--- src/rtl/lcd_fb_rd_sched.sv ---
// lcd_fb_rd_sched
//   Frame-buffer read scheduler for the LCD output path. It issues burst read
//   requests to the SDRAM controller so the display line FIFO is refilled
//   ahead of the LCD driver. It also owns the double-buffer bank selection
//   between the camera write side and the LCD read side.
//
// Ports
//   sys_clk, sys_rst_n      clock (rising edge), asynchronous active-low reset
//   frame_start             1-cycle vsync pulse, already in the sys_clk domain
//   h_disp, v_disp          active pixels per line / active lines per frame
//   fifo_wr_cnt             line FIFO fill level in words
//   fifo_flush              1-cycle pulse that clears the line FIFO at frame start
//   rd_req/rd_addr/rd_len   burst request; held, with stable address and length,
//                           until rd_ack
//   rd_ack, rd_done         controller accept / last word of the burst written
//   wr_bank_done            camera finished a frame in wr_bank
//   wr_bank, rd_bank        camera bank / displayed bank (always complementary)
//   busy                    frame read in progress
//   frame_late              frame_start arrived before the frame was fully read
module lcd_fb_rd_sched #(
  parameter int                ADDR_W     = 24,
  parameter int                BURST_LEN  = 64,
  parameter int                FIFO_DEPTH = 1024,
  parameter int                CNT_W      = 11,
  parameter logic [ADDR_W-1:0] FB0_BASE   = 24'h000000,
  parameter logic [ADDR_W-1:0] FB1_BASE   = 24'h200000
) (
  input  logic              sys_clk,
  input  logic              sys_rst_n,
  input  logic              frame_start,
  input  logic [10:0]       h_disp,
  input  logic [10:0]       v_disp,
  input  logic [CNT_W-1:0]  fifo_wr_cnt,
  output logic              fifo_flush,
  output logic              rd_req,
  output logic [ADDR_W-1:0] rd_addr,
  output logic [7:0]        rd_len,
  input  logic              rd_ack,
  input  logic              rd_done,
  input  logic              wr_bank_done,
  output logic              wr_bank,
  output logic              rd_bank,
  output logic              busy,
  output logic              frame_late
);

  typedef enum logic [2:0] {
    IDLE,
    START,
    CHECK,
    REQ,
    WAIT_DONE
  } state_t;

  localparam logic [21:0]  BURST_W = 22'(BURST_LEN);
  localparam logic [CNT_W:0] DEPTH_W = (CNT_W + 1)'(FIFO_DEPTH);

  state_t              state;
  state_t              next_state;
  logic [21:0]         remaining;
  logic [ADDR_W-1:0]   offset;
  logic                swap_pend;
  logic                restart_pend;

  logic [21:0]         frame_words;
  logic [21:0]         len_full;
  logic [21:0]         remaining_after;
  logic                fits;
  logic [ADDR_W-1:0]   base;

  // Frame size: 11x11 bits never exceeds 22 bits, so no overflow handling.
  assign frame_words = {11'd0, h_disp} * {11'd0, v_disp};

  // Next burst is the smaller of a full burst and what is left of the frame.
  assign len_full = (remaining < BURST_W) ? remaining : BURST_W;

  // One extra bit on the compare so a nearly full FIFO plus a burst cannot wrap.
  assign fits = (({1'b0, fifo_wr_cnt} + len_full[CNT_W:0]) <= DEPTH_W);

  assign remaining_after = remaining - {14'd0, rd_len};
  assign base            = rd_bank ? FB1_BASE : FB0_BASE;

  // State register.
  always_ff @(posedge sys_clk or negedge sys_rst_n) begin
    if (!sys_rst_n) begin
      state <= IDLE;
    end else begin
      state <= next_state;
    end
  end

  // Next-state logic and the outputs that follow directly from the state.
  // A restart requested while a burst is in flight waits for that burst's
  // rd_done so only one burst is ever outstanding; a frame_start coinciding
  // with rd_done restarts immediately.
  always_comb begin
    next_state = state;
    fifo_flush = 1'b0;
    rd_req     = 1'b0;
    busy       = 1'b0;
    case (state)
      IDLE: begin
        if (frame_start) next_state = START;
      end
      START: begin
        fifo_flush = 1'b1;
        busy       = (frame_words != 22'd0);
        next_state = (frame_words == 22'd0) ? IDLE : CHECK;
      end
      CHECK: begin
        busy = 1'b1;
        if (frame_start) begin
          next_state = START;
        end else if (fits) begin
          next_state = REQ;
        end
      end
      REQ: begin
        busy   = 1'b1;
        rd_req = 1'b1;
        if (rd_ack) next_state = WAIT_DONE;
      end
      WAIT_DONE: begin
        busy = 1'b1;
        if (rd_done) begin
          if (restart_pend || frame_start) begin
            next_state = START;
          end else if (remaining_after != 22'd0) begin
            next_state = CHECK;
          end else begin
            next_state = IDLE;
          end
        end
      end
      default: next_state = IDLE;
    endcase
  end

  // Datapath: frame progress, burst request fields, bank swap and restart
  // bookkeeping. The bank only toggles in START, so it never changes mid-frame.
  // A wr_bank_done landing in START itself is kept pending for the next frame.
  always_ff @(posedge sys_clk or negedge sys_rst_n) begin
    if (!sys_rst_n) begin
      remaining    <= 22'd0;
      offset       <= '0;
      rd_addr      <= '0;
      rd_len       <= 8'd0;
      rd_bank      <= 1'b0;
      swap_pend    <= 1'b0;
      restart_pend <= 1'b0;
      frame_late   <= 1'b0;
    end else begin
      frame_late <= frame_start && (state != IDLE);

      if (state == START && swap_pend) begin
        rd_bank   <= ~rd_bank;
        swap_pend <= 1'b0;
      end
      if (wr_bank_done) swap_pend <= 1'b1;

      if (state == WAIT_DONE && rd_done) begin
        restart_pend <= 1'b0;
      end else if ((state == REQ || state == WAIT_DONE) && frame_start) begin
        restart_pend <= 1'b1;
      end

      case (state)
        START: begin
          remaining <= frame_words;
          offset    <= '0;
        end
        CHECK: begin
          if (!frame_start && fits) begin
            rd_addr <= base + offset;
            rd_len  <= len_full[7:0];
          end
        end
        WAIT_DONE: begin
          if (rd_done) begin
            offset    <= offset + {{(ADDR_W - 8){1'b0}}, rd_len};
            remaining <= remaining_after;
          end
        end
        default: ;
      endcase
    end
  end

  assign wr_bank = ~rd_bank;

endmodule

--- config.mk ---
export PLATFORM = sky130hd
export DESIGN_NAME = lcd_fb_rd_sched
export DESIGN_NICKNAME = d
export VERILOG_FILES = /design/src/rtl/lcd_fb_rd_sched.sv
export SDC_FILE = /design/constraint.sdc
export NUM_CORES = 1
export LEC_CHECK = 0
export ABC_CLOCK_PERIOD_IN_PS = 6300
export BUFFER_PORTS_ARGS = -buffer_cell sky130_fd_sc_hd__buf_2
export CAP_MARGIN = 20
export CORE_MARGIN = 3
export CORE_UTILIZATION = 62
export CTS_CLUSTER_DIAMETER = 30
export CTS_CLUSTER_SIZE = 14
export DETAILED_ROUTE_END_ITERATION = 8
export HOLD_SLACK_MARGIN = 0.15
export MAX_ROUTING_LAYER = met4
export PLACE_DENSITY = 0.82
export SLEW_MARGIN = 30
export SYNTH_ARGS = -nofsm -noshare
export SYNTH_HDL_FRONTEND = slang
export SYNTH_SLANG_ARGS = --single-unit
--- constraint.sdc ---
create_clock -name sys_clk -period 6.3 [get_ports sys_clk]
set_input_delay 0.315 -clock sys_clk [delete_from_list [all_inputs] [get_ports sys_clk]]
set_output_delay 0.315 -clock sys_clk [all_outputs]
set_load 0.005 [all_outputs]
# Word-level counts from Yosys, hierarchy flattened
# Index checks and enable logic that the tools add are counted.
[word_totals] input_bits=39 reg_bits=85
[classes] eq_ne=8 mul=1 n_addsub=4 n_reduce_logical=20 mux=22 order_cmp=2 n_bitwise=1
[op_table] operator="$pmux W24 S2" n=1
[op_table] operator="$mux W22" n=2
[op_table] operator="$pmux W22 S2" n=1
[op_table] operator="$reduce_bool A22 Y1" n=2
[op_table] operator="$add A22 B24 Y24" n=1
[op_table] operator="$add A24 B8 Y24" n=1
[op_table] operator="$mux W24" n=1
[op_table] operator="$logic_not A22 Y1" n=1
[op_table] operator="$lt A22 B7 Y1 const B" n=1
[op_table] operator="$mul A11 B11 Y22" n=1
[op_table] operator="$sub A22 B8 Y22" n=1
[op_table] operator="$mux W3" n=5
[op_table] operator="$pmux W3 S5" n=1
[op_table] operator="$add A11 B12 Y12" n=1
[op_table] operator="$le A12 B11 Y1 const B" n=1
[op_table] operator="$mux W12" n=1
[op_table] operator="$eq A3 B2 Y1 const B" n=2
[op_table] operator="$mux W1" n=6
[op_table] operator="$mux W2" n=3
[op_table] operator="$ne A2 B2 Y1 const B" n=3
[op_table] operator="$reduce_bool A2 Y1" n=3
[op_table] operator="$logic_and A1 B1 Y1" n=5
[op_table] operator="$reduce_and A2 Y1" n=2
[op_table] operator="$reduce_and A4 Y1" n=1
[op_table] operator="other kinds (10)" n=11

# Longest topological paths before layout
# Gate-level depths: netlist of run 1.
[logic_depth] word_depth=7 depth_mapped=22

# Worst setup path after synthesis of run 1
# Ideal clock, no wire load.
[synth_path] path_type="in2out" startpoint="input v_disp[4]" endpoint="output busy" path_buffers=2 t_arrival_ns=5.211 stages=19 setup_slack_ns=0.774 cell_sequence="clkbuf_1 nand2_1 fa_1 fa_1 fa_1 fa_1 fa_1 inv_1 ha_1 clkbuf_1 a2111oi_0 o21ai_0 a21boi_0 xor2_1 nand4_1 nor4_1 nand4_1 o31ai_1 nand3_1"
[synth_between] elab_chain_len=3
[synth_rtl] element="start, declared" line="32" rtl="input logic [10:0] v_disp,"
[synth_rtl] element="$mul A11 B11 Y22" line="72" rtl="assign frame_words = {11'd0, h_disp} * {11'd0, v_disp};"
[synth_rtl] element="$reduce_bool A22 Y1" line="107" rtl="busy = (frame_words != 22'd0);"
[synth_rtl] element="$pmux W1 S2" line="101" rtl="case (state)"
[synth_rtl] element="end, declared" line="43" rtl="output logic busy,"
# Every way passes these cells.

# Worst setup path after layout of run 1
[layout_path] startpoint="input v_disp[10]" endpoint="output busy"
# Same word-level chain as after synthesis.

==> results of run 1 <==
## per-stage QoR
stage | power (mW) | setup TNS (ns) | instances | area [um2] | hold slack (ns)
CTS | 4.04 | 0 | 1282 | 10300 | 0.173
global route | 4.53 | -0.0815 | 1283 | 10300 | 0.190
global placement | 3.41 | 0 | 1266 | 9950 | 0.457
detailed placement | 3.48 | 0 | 1266 | 9950 | 0.421
floorplan | 2.87 | 0 | 1046 | 9470 | 0.0194
finish | 4.13 | 0 | 1283 | 10300 | 0.181
## timing repair
action / in CTS / in global routing
hold buffers: 1 / 0
endpoints found under the hold margin: 85 / 0
gates resized for setup: 0 / 9
buffers inserted: 0 / 1
setup endpoints to repair: 0 / 1
## synthesized netlist by cell type (9+ instances only)
library cell  count
a21o_1           10
a21oi_1          51
a22o_1            9
and2_1           57
clkbuf_1         42
dfrtp_1          85
fa_1             83
ha_1             89
inv_1           107
mux2_4           17
nand2_1         122
nand2b_1         13
nand3_1          18
nor2_1           59
nor3_1           18
o21ai_0          54
xnor2_1          28
xor2_1           23
## area by class of cell
cell class	instances	share of cell area (%)
Clock buffer	9	2.19
Inverter	107	3.90
Clock inverter	6	0.692
Timing Repair Buffer	85	4.43
Tap cell	184	2.24
Multi-Input combinational cell	807	65.9
Sequential cell	85	20.7
## flip-flops by register name (all words and copies together) (netlist names)
| register | flops |
|---|---|
| offset | 24 |
| rd_addr | 24 |
| remaining | 22 |
| rd_len | 8 |
| state | 3 |
| frame_late | 1 |
| rd_bank | 1 |
| restart_pend | 1 |
| swap_pend | 1 |
## critical path, cell delays in order
cell,delay [ns]
buf_2,0.21
nand2_1,0.11
fa_1,0.52
fa_1,0.53
fa_1,0.54
fa_1,0.53
fa_1,0.56
inv_1,0.05
ha_1,0.36
a21oi_2,0.19
nand4bb_1,0.13
o211ai_1,0.25
buf_4,0.18
nand2_1,0.06
xor2_1,0.17
nor4_2,0.35
nand4_1,0.15
o31ai_1,0.22
buf_4,0.17
nand3_1,0.08
buf_2,0.16
## power by group through the flow
stage                     Clock, mW  Combinational [mW]  Sequential, mW
after detailed placement          0                2.71           0.774
after floorplan                   0                2.13           0.734
after global placement            0                2.64           0.773
final                         0.532                2.83           0.773
after CTS                     0.539                2.73           0.767
after global routing          0.559                3.18           0.787
## final timing paths
kind | from | endpoint | slack (ns) | depth (start not counted)
max | v_disp[10] | busy | 0.14 | 21
min | wr_bank_done | swap_pend | 0.18 | 2
max reg2reg | remaining[10] | rd_addr[0] | 0.89 | 19
min reg2reg | rd_addr[23] | rd_addr[23] | 0.48 | 2
max in group asynchronous | sys_rst_n | remaining[15] | 5.19 | 2
min in group asynchronous | sys_rst_n | rd_addr[3] | 0.60 | 2
## cell families after synthesis
logic type / synth area share (%)
compound gates: 14.3
buf+inv: 6.28
fa+ha+maj: 29.3
simple gates: 18.9
mux: 3.95
flops: 22.5
xor+xnor: 4.72
other cells: 0.0396
## routing by layer
layer	global-route usage [%]	wire, um	vias to the layer above
met5	-	0	-
met4	5.87	293	0
met3	3.34	1220	36
met2	44.9	10500	255
met1	36.0	9540	3792
li1	-	-	3629
==> impl.org, run 1 <==
** Route
- The detailed router finished its first iteration with 562 violations.
- The pre-antenna-repair detailed-routing pass consisted of 5 iterations.
- The routed layout has 7712 vias.
- DR DRC count :: 0
- Wirelength per Cell :: 16.8 um
- Number of nets with antenna violations after routing :: 0
- Detail-routed via count per cell :: 6.01
- Post-detailed-routing wire length :: 21.5 mm

** Synthesis
- The share of synthesized area in the top cell type comes to 22.5%.
- For this run, the leading register cell type out of synthesis is dfrtp_1.
- Number of enable-type register cells in the synthesized netlist :: 0
- Counting flops and latches in the post-synthesis netlist gives 85.
- Yosys cell types :: 80
- Sequential element share of the synthesized area :: 22.5%
- Synthesized area per cell :: 9.07 um2
- Top cell type by total area after synthesis :: dfrtp_1
- The mapped netlist covers 9460 um2.
- The Yosys step of the flow raised 0 warnings.
- Of all flip-flops after synthesis, the portion carrying an async set or reset was 100%.
- Number of instances in the synthesized netlist :: 1043
- By area the synthesized netlist is led by dfrtp_1 22%, fa_1 18%, ha_1 12%.

** Global route
- Maximum number of pins on one net before global-route repair :: 86
- Global routing finished with a remaining overflow of 0.
- Global routing consumed, over all layers together, 27.0% of the routing resources.
- Via count of the first global-routing pass :: 7615
- Wire length of the first global-routing pass :: 36.2 mm
- The initial antenna violation count was 0.

** Cells and area
- In the final layout, the multi-input gates occupy 6790 um2.
- Layout cells sized above 1 :: 13.6%
- The number of antenna diodes in the final layout is 0.
- Fill cells in the final layout number 1169.
- Core occupancy in the finished layout :: 69.8%
- Leaving out fill and tap cells, the most frequent cells in the layout are 121 x nand2_1, 107 x inv_1, 88 x ha_1, 85 x dfrtp_1, 83 x fa_1.
- Nets@finish :: 1306
- From synthesis to final layout, the design area changed by 8.86%.
- Sequential cell area in the final layout :: 2130 um2
- Most common cell after layout, fill and taps aside :: nand2_1

** Timing
- Setup violations remaining at the end of the flow were counted as 0.
- The number of hold violations in the final report came to 0.
- Based on the critical path, the design can be clocked at up to 162 MHz.
- Minimum period implied by the final worst setup slack :: 6.16 ns
- Fraction of the cycle the final worst path needs :: 97.7%
- Minimum setup slack in the final design :: 0.143 ns
- Across the routed clock network, the largest skew measured is 0.00869 ns.
- For the pin with the worst max-slew slack, the measured transition is 0.802 ns.
- The worst pin sits at a relative slew slack of 46.4%.
- The max-slew violation count came to 0.

** Clock tree
- Maximum clock insertion buffer count :: 2
- The clock reaches the later pin of the worst-skew pair after 0.34 ns.
- The H-tree was split into 3 levels.
- In this run, CTS created clock tree buffers numbering 9.
- CTS Root Buffer Type :: clkbuf_16
- CTS Sinks :: 85
- TritonCTS built the clock tree.
- Clock-pin slew of the registers on the worst-case setup and hold paths :: 0.06 ns

** Place
- At the end of routability-driven placement, the weighted congestion stood at 0.917.
- Once detailed placement completed, the half-perimeter wirelength came to 16.6 mm.
- Worst setup slack after placement :: 0.163 ns
- During placement, the flow inserted port buffers numbering 76.

** Power
- In this run, the clock network consumes 12.9% of the power.
- IR analysis of the VDD net gives a maximum drop of 272 uV.
- The internal power of the cells totals 2.14 mW.
- The analysis attributes to net switching a power of 1.99 mW.
- Cell leakage power :: 4.96 nW
- Of the total power, combinational logic draws 68.4%.
- Share of power burned in registers :: 18.7%
- Switching part of the total power :: 48.3%
- Dividing total power by cell area gives a power density of 401 nW/um2.

** Floorplan
- The floorplan step defined a die boundary enclosing 16800 um2.
- After floorplanning, the core was divided into 44 placement rows.
- Initial cell density of the core :: 64.1%
- The core region is 14800 um2.
- Chip height :: 130 um
- For this design the top-level I/O count stands at 77.
- Die span in x :: 130 um

** Outcome
- Outcome :: finished, final reports clean

** Setup path
- Startpoint class of the critical path :: primary input
- Endpoint class of the critical path :: output pin
- Largest fanout on the critical path :: 11
- Data on the critical path is required at its endpoint by 5.98 ns.
- Data arrival time of the worst path :: 5.84 ns
- Critical setup path kind :: primary input to output pin

** Hold path
- Worst hold path type :: primary input to flip-flop

** Flow run
- Across the run, the number of max-cap violations was 0.
(Power assumes the default switching activity.)
==> run 2: changes to the inputs <==
Settings changed: PLACE_DENSITY 0.82 to 0.8.
==> run 2 against run 1 <==
Effect of this change:
- worst hold slack worse by 0.019 ns
- clock-buffer cell count stayed put
- maximum frequency grew 2.2%
- routed wire length is 2.0% lower
- clock power is essentially flat
- non-clock buffer count down 2
- sequential share of layout area barely moved
- final area fell by 0.16%
- largest cell class unchanged
- largest power group unchanged
- highest routed layer unchanged
==> impl.org, run 2 (synthesized netlist as in run 1, its figures left out) <==
** Outcome
- The flow ran to the end, and the final reports show no timing, DRC or antenna violations.

** Clock tree
- Clock-pin slew of the registers on the worst-case setup and hold paths :: 0.06 ns
- TritonCTS built the clock tree.
- The clock passes through at most 2 buffers.
- Clock tree synthesis selected as its root buffer the cell clkbuf_16.
- The clock drives 85 sinks.
- Insertion delay of the later-clocked pin in the worst-skew pair :: 0.36 ns
- TritonCTS created 9 clock buffers.
- The clock tree synthesis step divided the H-tree into 3 levels.
- Setup Fix Bufs, Post-CTS :: 0

** Floorplan
- 77 I/O pins were placed.
- The region available for standard cell placement spans 14800 um2.
- Die span in x :: 130 um
- Chip height :: 130 um
- In this run the core area contains 44 standard-cell rows.
- The die covers 16800 um2.
- Initial cell density of the core :: 64.1%

** Setup path
- For the worst setup path, the data required time is 5.98 ns.
- Register-to-Register Path Depth :: 19
- In this run the critical register-to-register path is launched from remaining[10].
- The kind of cell with the highest combined delay along the critical path is adder cells.
- Together, buffers and inverters on the worst path number 3.
- The worst setup path is launched from a primary input.
- The slowest stage of the critical path is the fa_1 cell.
- The worst register-to-register path has a setup slack of 0.86 ns.
- The critical path is of the primary input to output pin type.
- Critical path's largest stage delay :: 0.54 ns
- Cell-by-cell listing of the critical path :: buf_2 -> nand2_1 -> fa_1 -> fa_1 -> fa_1 -> fa_1 -> fa_1 -> inv_1 -> ha_1 -> a2111oi_2 -> o21ai_0 -> a21boi_0 -> xor2_1 -> nand4_1 -> nor4_1 -> nand4_1 -> o31ai_2 -> nand3_1 -> buf_2
- Data arrival time of the worst path :: 5.71 ns
- Reg2Reg Capture Point :: rd_addr[4]
- STA classifies the critical path endpoint as an output pin.
- Most numerous cell on the critical path :: fa_1
- Largest fanout on the critical path :: 11

** Power
- Worst voltage drop across the vdd grid :: 238 uV
- The analysis attributes to net switching a power of 1.97 mW.
- Share of power burned in registers :: 18.9%
- The analysis attributes to cell leakage a power of 4.96 nW.
- Internal Power :: 2.09 mW
- Power per cell area :: 395 nW/um2
- Of the total power, the share spent switching nets is 48.6%.
- The share of total power dissipated in the clock network is 13.2%.
- Per report_power, the combinational group accounts for 67.9% of the total.

** Timing
- Fraction of the cycle the final worst path needs :: 95.6%
- Setup violators final :: 0
- Actual transition at the worst max-transition pin :: 0.936 ns
- After layout, the worst setup slack is 0.276 ns.
- On the final layout, the worst hold slack is 0.162 ns.
- Final worst clock skew :: 0.0103 ns
- The number of hold violations in the final report is 0.
- Maximum clock frequency :: 166 MHz
- Max Transition Viols Final :: 0
- Worst slew margin relative to its limit :: 37.6%
- Counting I/O delays and the setup requirement, the final critical path takes 6.02 ns.

** Place
- The congestion estimate from routability-driven global placement came to 0.877.
- Summed over all nets, the half-perimeter wirelength after detailed placement is 16.1 mm.
- Number of input and output port buffers inserted :: 76
- Total instance count after detailed placement :: 1265
- Worst setup slack after placement :: 0.129 ns

** Route
- After detailed routing, the number of remaining DRC violations is 0.
- Post-detailed-routing wire length :: 21.1 mm
- Via total after detailed routing :: 7684
- In this run, the number of DRC markers left after iteration 0 of detailed routing was 565.
- For this run, the detailed router's first-pass iteration total came to 5.
- Detail-routed via count per cell :: 5.99
- The count of nets left with antenna violations once routing finished came out at 0.
- Wirelength per Cell :: 16.5 um

** Cells and area
- Leaving out fill and tap cells, the most frequent cell in the layout is nand2_1.
- Nets@finish :: 1304
- The repair_antennas step left the layout with diodes totalling 0.
- The post-route netlist has 13.5% of its cells at a drive strength greater than 1.
- Leaving out filler cells and counting taps, the final layout contains 1282.
- Relative to the synthesized area, the layout overhead comes to 8.69%.
- Measured on the finished design, the core utilization comes to 69.7%.
- Multi-input gate area :: 6790 um2
- Leaving out fill and tap cells, the most frequent cells in the layout are 122 x nand2_1, 107 x inv_1, 89 x ha_1, 85 x dfrtp_1, 83 x fa_1.
- Leading registers by flop count :: offset: 24 flops, rd_addr: 24 flops, remaining: 22 flops
- Summing all flip-flop and latch instances after layout gives 2130 um2.
- The filler cells instantiated in the layout total 1198.

** Global route
- Maximum number of pins on one net before global-route repair :: 45
- The via count of the first global-routing pass was 7497.
- Global routing used 27.3% of the available tracks across all layers.
- Residual overflow from global routing :: 0
- The initial antenna violation count is 0.
- Wire length of the first global-routing pass :: 36.1 mm

** Hold path
- Worst hold path type :: primary input to flip-flop
- For hold timing, the worst endpoint is swap_pend.
- Counting instances, the worst hold path has a depth of 2.
- In this run the most critical hold path is launched from wr_bank_done.

** Flow run
- The tool flagged a number of max-cap violations equal to 0.
## run 2: changes by cell type in the layout (fill, tap and decap cells not counted), sizes merged
cell,before,now
bufinv,1,0
buf,84,82
inv,109,112
clkinvlp,2,1
## run 2: metal layers
layer | vias to the layer above | global-route usage (%) | share of wire (%)
met1 | 3770 | 37.4 | 45
li1 | 3643 | - | -
met5 | - | - | 0
met4 | 0 | 8.19 | 2.0
met3 | 36 | 3.30 | 5.6
met2 | 235 | 43.0 | 48
## run 2: worst max path at each step
stage                          start    to  slack, ns  cells after the start
after floorplan            v_disp[4]  busy       0.77                     19
after global placement    v_disp[10]  busy       0.21                     19
after detailed placement   h_disp[0]  busy       0.13                     19
after CTS                  h_disp[0]  busy       0.11                     19
after global routing       h_disp[2]  busy      -0.01                     19
final                      h_disp[5]  busy       0.28                     19
## run 2: timing repair
item,in CTS,in global routing
gates resized for setup,0,9
endpoints found under the setup margin,0,1
hold endpoints to repair,41,0
hold buffers,1,0
## run 2: final cells by class
class                           instances  area share, %
Sequential cell                        85           20.7
Timing Repair Buffer                   83           4.26
Inverter                              107           3.91
Multi-Input combinational cell        807           66.0
Clock buffer                            9           2.19
Tap cell                              184           2.24
Clock inverter                          7          0.706
## run 2: power groups by stage
stage | registers, mW | clock network, mW | logic [mW]
floorplan | 0.734 | 0 | 2.13
global placement | 0.771 | 0 | 2.64
detailed placement | 0.772 | 0 | 2.69
CTS | 0.764 | 0.543 | 2.71
global route | 0.783 | 0.572 | 3.14
finish | 0.768 | 0.535 | 2.76
## run 2: per-stage QoR
stage	cell area [um2]	power, mW	TNS [ns]
6_report	10300	4.07	0
5_1_grt	10300	4.50	-0.0111
4_1_cts	10200	4.01	0
3_5_place_dp	9940	3.46	0
3_3_place_gp	9940	3.41	0
2_1_floorplan	9470	2.87	0
==> run 3: changes to the inputs <==
Settings changed: CELL_PAD_IN_SITES_DETAIL_PLACEMENT set to 1, CELL_PAD_IN_SITES_GLOBAL_PLACEMENT set to 1, CORE_ASPECT_RATIO set to 0.75, CORE_MARGIN 3 to 2, CORE_UTILIZATION 62 to 48.
==> run 3 against run 2 <==
Effect of this change:
- clock-buffer cell count unchanged
- final cell count increased by 6.2%
- clock skew decreased by 0.0035 ns
- total power increased by 8.8%
- routed wire length increased by 23%
- global-route usage decreased by 0.27 points
- flip-flop and latch count unchanged
- sequential power increased by 2%
- largest power group unchanged
==> impl.org, run 3 (synthesized netlist as in run 1, its figures left out) <==
** Outcome
- Outcome :: finished, final reports clean

** Route
- Wirelength per Cell :: 19.1 um
- Count of routing violations after the opening detailed-route iteration :: 411
- Once detail routing completed, the nets flagged for antenna violations numbered 0.
- In the routed design, unresolved DRC markers number 0.
- Wires add up to 26.0 mm.
- Detail-routed via count per cell :: 5.78
- First-pass iteration count of the detailed router :: 7
- Summing over every cut layer, the via total after detailed routing is 7866.

** Timing
- Max Transition Viols Final :: 0
- Setup repair after global routing missed its margin :: false
- Fraction of the cycle the final worst path needs :: 96.3%
- Actual transition at the worst max-transition pin :: 0.969 ns
- Maximum clock frequency :: 165 MHz
- Final worst clock skew :: 0.00681 ns
- Setup violations remaining at the end of the flow were counted as 0.
- After layout, the minimum clock period comes to 6.07 ns.
- Number of hold violations in the final report :: 0
- Adding up every negative setup slack in the final design gives 0 ns.
- Worst slew margin relative to its limit :: 35.3%

** Power
- Cell leakage power :: 5.02 nW
- Power per cell area :: 418 nW/um2
- Worst voltage drop across the vdd grid :: 245 uV

** Clock tree
- In this run the number of H-tree levels came out at 3.
- CTS Root Buffer Type :: clkbuf_16
- Clock-pin slew was measured on the worst setup and hold paths at 0.06 ns.
- TritonCTS built the clock tree.
- Counting along the longest clock path gives a buffer depth of 2.
- Insertion delay of the later-clocked pin in the worst-skew pair :: 0.35 ns
- The clock drives 85 sinks.
- Clock buffer count from CTS :: 9

** Setup path
- For the worst setup path, the data arrival time is 5.75 ns.
- Endpoint class of the critical path :: output pin
- The worst register-to-register path begins at remaining[10].
- Critical path data required time :: 5.98 ns
- Register-to-Register Path Depth :: 19
- The worst register-to-register path ends at rd_addr[1].
- Of all nets on the critical path, the largest fanout is 11.
- Reg-to-reg slack, setup :: 0.72 ns
- The worst setup path is launched from a primary input.
- The setup path with the least slack is of type primary input to output pin.

** Place
- Placer Congestion :: 0.846
- Half-perimeter wire length after detailed placement :: 20.4 mm
- Number of input and output port buffers inserted :: 76
- In this run the cell area measured after placement is 10100 um2.

** Floorplan
- Placement row count :: 44
- Die area :: 20900 um2
- After floorplanning, the core was sized to cover 19300 um2.
- Die span in x :: 166 um
- Once the floorplan was initialized, standard cells occupied 49.0% of the core.
- Chip height :: 126 um
- Number of I/O pins :: 77

** Cells and area
- 0 antenna diodes ended up in the layout.
- Final Instance Area :: 10600 um2
- Cells with a size suffix above 1 make up 15.1% of the layout.
- In the final layout, the registers with the most flip-flops are offset: 24 flops, rd_addr: 24 flops, remaining: 22 flops.
- The net count of the finished layout is 1316.
- Compared with the post-synthesis result, the final layout area differs by 11.7%.
- Leading cell types in the layout, fill and taps excluded :: 122 x nand2_1, 107 x inv_1, 86 x ha_1, 85 x dfrtp_1, 83 x fa_1
- Most common cell after layout, fill and taps aside :: nand2_1

** Hold path
- The worst hold path begins at rd_ack.
- Worst hold path depth :: 2
- The min-delay analysis places its worst path in the category primary input to flip-flop.
- The worst hold path terminates at state[0].

** Global route
- Residual overflow from global routing :: 0
- Entering global routing, the biggest net connects 65 pins.
- The first global-routing pass estimated 44.6 mm of wire.
- The via count of the first global-routing pass was 8387.
- For this run, the total global-route usage over all layers was measured as 27.0%.
- Initial antenna violation count :: 0

** Flow run
- Max-cap violations in this run came to 0.
run 3: timing repair:
item	4_1_cts	5_1_grt
resized for setup	3	32
setup endpoints to repair	1	1
hold buffers	2	0
endpoints found under the hold margin	22	0
pin swaps	0	6
buffers inserted	0	2
run 3: area by class of cell:
class | instances | area (um2)
clock buffers | 9 | 225
fillers | 2235 | 8750
well taps | 253 | 317
repair buffers | 95 | 563
inverters | 107 | 402
clock inverters | 6 | 72.6
flip-flops and latches | 85 | 2130
multi-input cells | 807 | 6870
run 3: critical path: stages:
cell and delay (ns):
buf_2 0.23, nand2_1 0.12, fa_1 0.48, fa_1 0.52, fa_1 0.54, fa_1 0.52
fa_1 0.54, inv_1 0.04, ha_1 0.39, o211ai_1 0.16, o21ai_0 0.22, o211ai_1 0.12
buf_4 0.17, and3b_1 0.18, o21ai_0 0.22, xnor2_1 0.19, nand4_1 0.15, o31ai_2 0.23
buf_4 0.16, nand3_1 0.09, buf_2 0.16
run 3: worst max path at each step:
stage / from / end / slack (ns) / depth (start not counted)
after floorplan: v_disp[4] / busy / 0.77 / 19
after global placement: h_disp[2] / busy / -0.05 / 20
after detailed placement: h_disp[2] / busy / -0.15 / 20
after CTS: h_disp[2] / busy / 0.03 / 20
after global routing: v_disp[8] / busy / 0.007 / 21
final: v_disp[8] / busy / 0.23 / 21
run 3: per-layer routing:
metal  vias up  track usage [%]  wire length [um]
li1       3651                -                 -
met1      4002             38.5             12400
met2       189             42.0             12100
met3        24             3.99              1190
met4         0             4.19               246
met5         -                -                 0
run 3: stage by stage:
stage / instances / hold WS [ns] / setup WS [ns] / utilization (%) / total power [mW]
after floorplan: 1046 / 0.0194 / 0.774 / - / 2.87
after global placement: 1343 / 0.243 / -0.0536 / 52.2 / 3.53
after detailed placement: 1343 / 0.244 / -0.151 / 52.2 / 3.64
after CTS: 1360 / 0.221 / 0.0308 / 53.9 / 4.22
after global routing: 1362 / 0.244 / 0.00739 / 54.7 / 4.86
final: 1362 / 0.215 / 0.231 / 54.7 / 4.42
run 3: report_power, final:
group | switching [mW] | leakage, nW | internal [mW]
combinational | 1.84 | 3.76 | 1.26
sequential | 0.132 | 1.12 | 0.651
clock | 0.233 | 0.136 | 0.309
